==> config.mk <==
export PLATFORM = sky130hd
export DESIGN_NAME = barrier_unit
export DESIGN_NICKNAME = d
export VERILOG_FILES = /design/src/rtl/barrier_unit.sv
export SDC_FILE = /design/constraint.sdc
export NUM_CORES = 1
export LEC_CHECK = 0
export CAP_MARGIN = 10
export CORE_AREA = 2 2 91 93
export CTS_CLUSTER_DIAMETER = 200
export DETAILED_ROUTE_END_ITERATION = 8
export DIE_AREA = 0 0 93 95
export GPL_ROUTABILITY_DRIVEN = 0
export PLACE_DENSITY_LB_ADDON = 0.05
export SETUP_SLACK_MARGIN = 0.02
export SYNTH_ARGS = -nofsm -noshare
export SYNTH_HDL_FRONTEND = slang
export SYNTH_SLANG_ARGS = --single-unit
==> constraint.sdc <==
create_clock -name clk -period 1.75 [get_ports clk]
set_input_delay 0.2625 -clock clk [delete_from_list [all_inputs] [get_ports clk]]
set_output_delay 0.2625 -clock clk [all_outputs]
set_load 0.005 [all_outputs]
==> src/rtl/barrier_unit.sv <==
// Hardware barrier: gathers one arrival pulse from each participating core, then
// emits a one-cycle release; stuck episodes are aborted after a programmable budget.
module barrier_unit #(
  parameter int NUM_CORES = 4,
  parameter int TIMEOUT_W = 16,
  parameter int GEN_W     = 4
) (
  input  logic                 clk,
  input  logic                 rst_n,
  input  logic [NUM_CORES-1:0] part_mask_i,
  input  logic [NUM_CORES-1:0] core_arrive_i,
  input  logic [TIMEOUT_W-1:0] timeout_limit_i,
  input  logic                 timeout_clr_i,
  output logic                 release_o,
  output logic [NUM_CORES-1:0] arrived_o,
  output logic [GEN_W-1:0]     generation_o,
  output logic                 timeout_o,
  output logic                 busy_o
);

  typedef enum logic [1:0] {IDLE, GATHER, RELEASE} state_t;

  state_t               state_q;
  logic [NUM_CORES-1:0] mask_q;
  logic [NUM_CORES-1:0] arrived_q;
  logic [TIMEOUT_W-1:0] cnt_q;
  logic [GEN_W-1:0]     gen_q;
  logic                 timeout_q;
  logic                 release_q;
  logic                 busy_q;

  logic [NUM_CORES-1:0] start_hits;
  logic [NUM_CORES-1:0] gather_hits;
  logic                 complete;
  logic                 timed_out;

  function automatic logic [TIMEOUT_W-1:0] sat_inc(input logic [TIMEOUT_W-1:0] v);
    return (&v) ? v : v + 1'b1;
  endfunction

  assign start_hits  = core_arrive_i & part_mask_i;
  assign gather_hits = core_arrive_i & mask_q;
  assign complete    = (arrived_q == mask_q);
  // Completion is checked first in the FSM, so a coincident limit never aborts.
  assign timed_out   = (state_q == GATHER) && !complete &&
                       (timeout_limit_i != '0) && (cnt_q == timeout_limit_i);

  always_ff @(posedge clk) begin
    if (!rst_n) begin
      state_q   <= IDLE;
      mask_q    <= '0;
      arrived_q <= '0;
      cnt_q     <= '0;
      gen_q     <= '0;
      timeout_q <= 1'b0;
      release_q <= 1'b0;
      busy_q    <= 1'b0;
    end else begin
      if (timed_out) begin
        timeout_q <= 1'b1;
      end else if (timeout_clr_i) begin
        timeout_q <= 1'b0;
      end

      case (state_q)
        IDLE: begin
          if (|start_hits) begin
            mask_q    <= part_mask_i;
            arrived_q <= start_hits;
            cnt_q     <= '0;
            state_q   <= GATHER;
            busy_q    <= 1'b1;
          end
        end
        GATHER: begin
          if (complete) begin
            state_q   <= RELEASE;
            release_q <= 1'b1;
          end else if (timed_out) begin
            arrived_q <= '0;
            state_q   <= IDLE;
            busy_q    <= 1'b0;
          end else begin
            arrived_q <= arrived_q | gather_hits;
            cnt_q     <= sat_inc(cnt_q);
          end
        end
        RELEASE: begin
          // Arrivals seen here are dropped; they belong to no episode.
          arrived_q <= '0;
          gen_q     <= gen_q + 1'b1;
          state_q   <= IDLE;
          release_q <= 1'b0;
          busy_q    <= 1'b0;
        end
        default: begin
          arrived_q <= '0;
          state_q   <= IDLE;
          release_q <= 1'b0;
          busy_q    <= 1'b0;
        end
      endcase
    end
  end

  assign release_o    = release_q;
  assign arrived_o    = arrived_q;
  assign generation_o = gen_q;
  assign timeout_o    = timeout_q;
  assign busy_o       = busy_q;

endmodule

==> impl_metrics.ini <==
[run_status]
outcome = finished with violations
violations = negative setup slack

[timing]
finalSetupViolCount = 23
worst_slack_ns = -0.205
drv_slew = 0
fmax_mhz = 512
finalCritPeriodShare_pct = 112
tightest_slew_ns = 0.359
finalCriticalPeriod_ns = 1.95
rsz0062_at_grt = true
max-slew-margin-rel_pct = 76.0
fin_worst_skew_ns = 0.00400
hold_viol = 0

[synth]
synth_compound_area_share_pct = 16.6
synth_area_leaders = dfxtp_1 (34%), xor2_1 (6.4%), nand4_1 (4.2%)
synth.area.mux_share_pct = 3.13
async_reset_ff_share_pct = 0
synth_cell_types = 49
synth_area_per_cell_sq_um = 8.72
synthAdderAreaFrac_pct = 1.30
synth_xor_area_share_pct = 10.5
synth_flop_cell = dfxtp_1
ys_seq_area_share_pct = 34.4
synth_top_area_share_pct = 34.4
syn_nets = 249
syn_area_sq_um = 1920
synth_top_area_cell = dfxtp_1
synth_edf_count = 0
yosysWarnings = 0
synth_top_family_by_area = simple AND/OR/NAND/NOR gates
yosys_register_bits = 33
yosys.area_share.simple_pct = 30.4
syn_inst = 220

[cells_and_area]
stdcell_area_sq_um = 3300
drive_gt1_share_pct = 41.7
diodes = 0
syn_to_final_growth_pct = 72.1
fillers = 821
layout.nets = 361

[critical_path]
cp_max_fo = 4
max_stage_delay_ns = 0.35
critPathCaptureType = register
critPathTopFamily = simple AND/OR/NAND/NOR gates
path_cells = xor2_1 > nor4_2 > nand3_2 > nor4_4 > buf_4 > nor3b_4 > a221o_1
crit_arrival_ns = 2.14
critPathLaunchType = register
crit_type = register to register
cp_num_buf_inv = 1
crit_required_ns = 1.94
critPathSlowestCell = dfxtp_2

[pwr]
p_leak_uw = 0.00133
p_int_uw = 1690
clockPowerShare_pct = 32.5
power_frac_comb_pct = 32.2
powerDensity_nw_per_um2 = 730
ir_drop_mv = 0.342
p_seq_share_pct = 35.4
p_sw_uw = 718
p_sw_share_pct = 29.8

[clock_network]
clock_sinks = 33
cts_hold_buf = 0
cts_tree = done
numCtsBuffers = 5
cts_buffer_depth = 2
cts-htree-levels = 2
insertion_delay_ns = 0.29
clk_pin_slew_worst_paths_ns = 0.07
cts_root_buffer = clkbuf_8

[hold_path]
hold_path_class = register to register

[drt]
drc = 0
wl_per_cell_um = 14.5
dr.pass1.iters = 4
ant_nets = 0
via_per_inst = 4.63
wirelength_mm = 6.37
vias = 2029
drt_iter0_drc = 47

[global_route]
grt_usage_pct = 14.7
grt_pass1_vias = 1980
antenna_found_initial = 0
gr-usage-met3_pct = 2.55
grt_start_max_net_pins = 19
grt_pass1_wl_mm = 10.1
top_usage_layer = met2
grt.met1_usage_pct = 20.9
grt_overflow_total = 0
grt_util_met2_pct = 22.7

[floorplanning]
die_h_um = 95
coreArea_sq_um = 7930
rows = 33
ios = 38
initial_core_util_pct = 24.2
dieArea_sq_um = 8840
die_x_um = 93

[place]
dp_hpwl_mm = 4.89
dpl_cell_area_sq_um = 2930
dp_worst_setup_slack_ns = -0.620
io_buffers = 37

[flow_run]
drv_cap = 0
worst paths after layout:
kind              startpoint      endpoint  slack [ns]  cells past startpoint
setup / recovery    cnt_q[1]  arrived_o[2]       -0.20                      7
setup reg to reg    cnt_q[1]  arrived_o[2]       -0.20                      7
hold reg to reg    timeout_o     timeout_o        0.48                      2
hold / removal     timeout_o     timeout_o        0.48                      2
synth_stat cells, drive strengths merged, types with 6 or more instances:
cell,n
nor2,19
buf,8
o31ai,7
nand3,8
xnor2,9
nor4,10
a21oi,14
mux2i,6
nand2,17
or4,7
o21ai,6
xor2,14
nand4,13
dfxtp,33
placed cells by master (no fill, tap or decap), drive strengths merged, types with 9 or more instances in the layout:
master / n
nor4: 10
dfxtp: 33
nor2: 19
clkdlybuf4s50: 30
xnor2: 9
xor2: 14
a21oi: 14
nand4: 13
buf: 78
nand2: 17
kinds of logic after synthesis:
family | after synthesis
flip-flops | 33
buffers and inverters | 12
XOR/XNOR | 23
AND/OR/NAND/NOR | 100
AO/OA/AOI/OAI | 44
multiplexers | 6
adder cells (fa/ha/maj) | 2
metrics by stage:
| step | instances | setup TNS, ns | power [uW] | util, % | hold WS [ns] |
|---|---|---|---|---|---|
| 2_1_floorplan | 220 | -0.141 | 1180 | - | 0.406 |
| 3_3_place_gp | 421 | -12.35 | 1560 | 36.9 | 0.465 |
| 3_5_place_dp | 421 | -12.72 | 1560 | 36.9 | 0.463 |
| 4_1_cts | 433 | -4.67 | 2390 | 39.8 | 0.489 |
| 5_1_grt | 438 | -5.71 | 2540 | 41.6 | 0.504 |
| 6_report | 438 | -3.46 | 2410 | 41.6 | 0.478 |
flip-flops by register name, summed over array words and instances (netlist names):
register	flops
generation_o	4
cnt_q	16
mask_q	4
arrived_o	4
release_o	1
state_q	2
timeout_o	1
busy_o	1
tightest hold or removal path: cells and delay by family (launching register included):
kind	cells	cell delay (ns)
DFF	1	0.32
and+or+nand+nor	1	0.06
AOI/OAI and AO/OA	1	0.06
power by group through the flow:
stage | clock network (uW) | registers (uW) | logic, uW
after floorplan | 0 | 862 | 317
after global placement | 0 | 860 | 703
after detailed placement | 0 | 860 | 702
after CTS | 799 | 845 | 745
after global routing | 829 | 859 | 850
final | 782 | 851 | 775
routing by layer:
layer / part of all wire [%] / vias to the layer above
met5: 0 / -
met4: 1.3 / 0
met3: 4.5 / 6
met2: 44 / 34
met1: 50 / 948
li1: - / 1041
area by class of cell:
cell class | count | area, sq um | area share (%)
Clock inverter | 1 | 30.0 | 0.910
Sequential cell | 33 | 683 | 20.7
Multi-Input combinational cell | 175 | 1380 | 41.7
Clock buffer | 7 | 86.3 | 2.62
Tap cell | 105 | 131 | 3.98
Inverter | 2 | 7.51 | 0.227
Timing Repair Buffer | 115 | 985 | 29.8
repair_timing:
| action | 4_1_cts | 5_1_grt |
|---|---|---|
| cloned | 0 | 0 |
| hold endpoints to repair | 0 | 0 |
| pin swaps | 12 | 8 |
| setup endpoints to repair | 23 | 23 |
| gates resized for setup | 21 | 34 |
| buffers inserted | 4 | 6 |
Note: power is estimated with default switching activity, not from simulation.
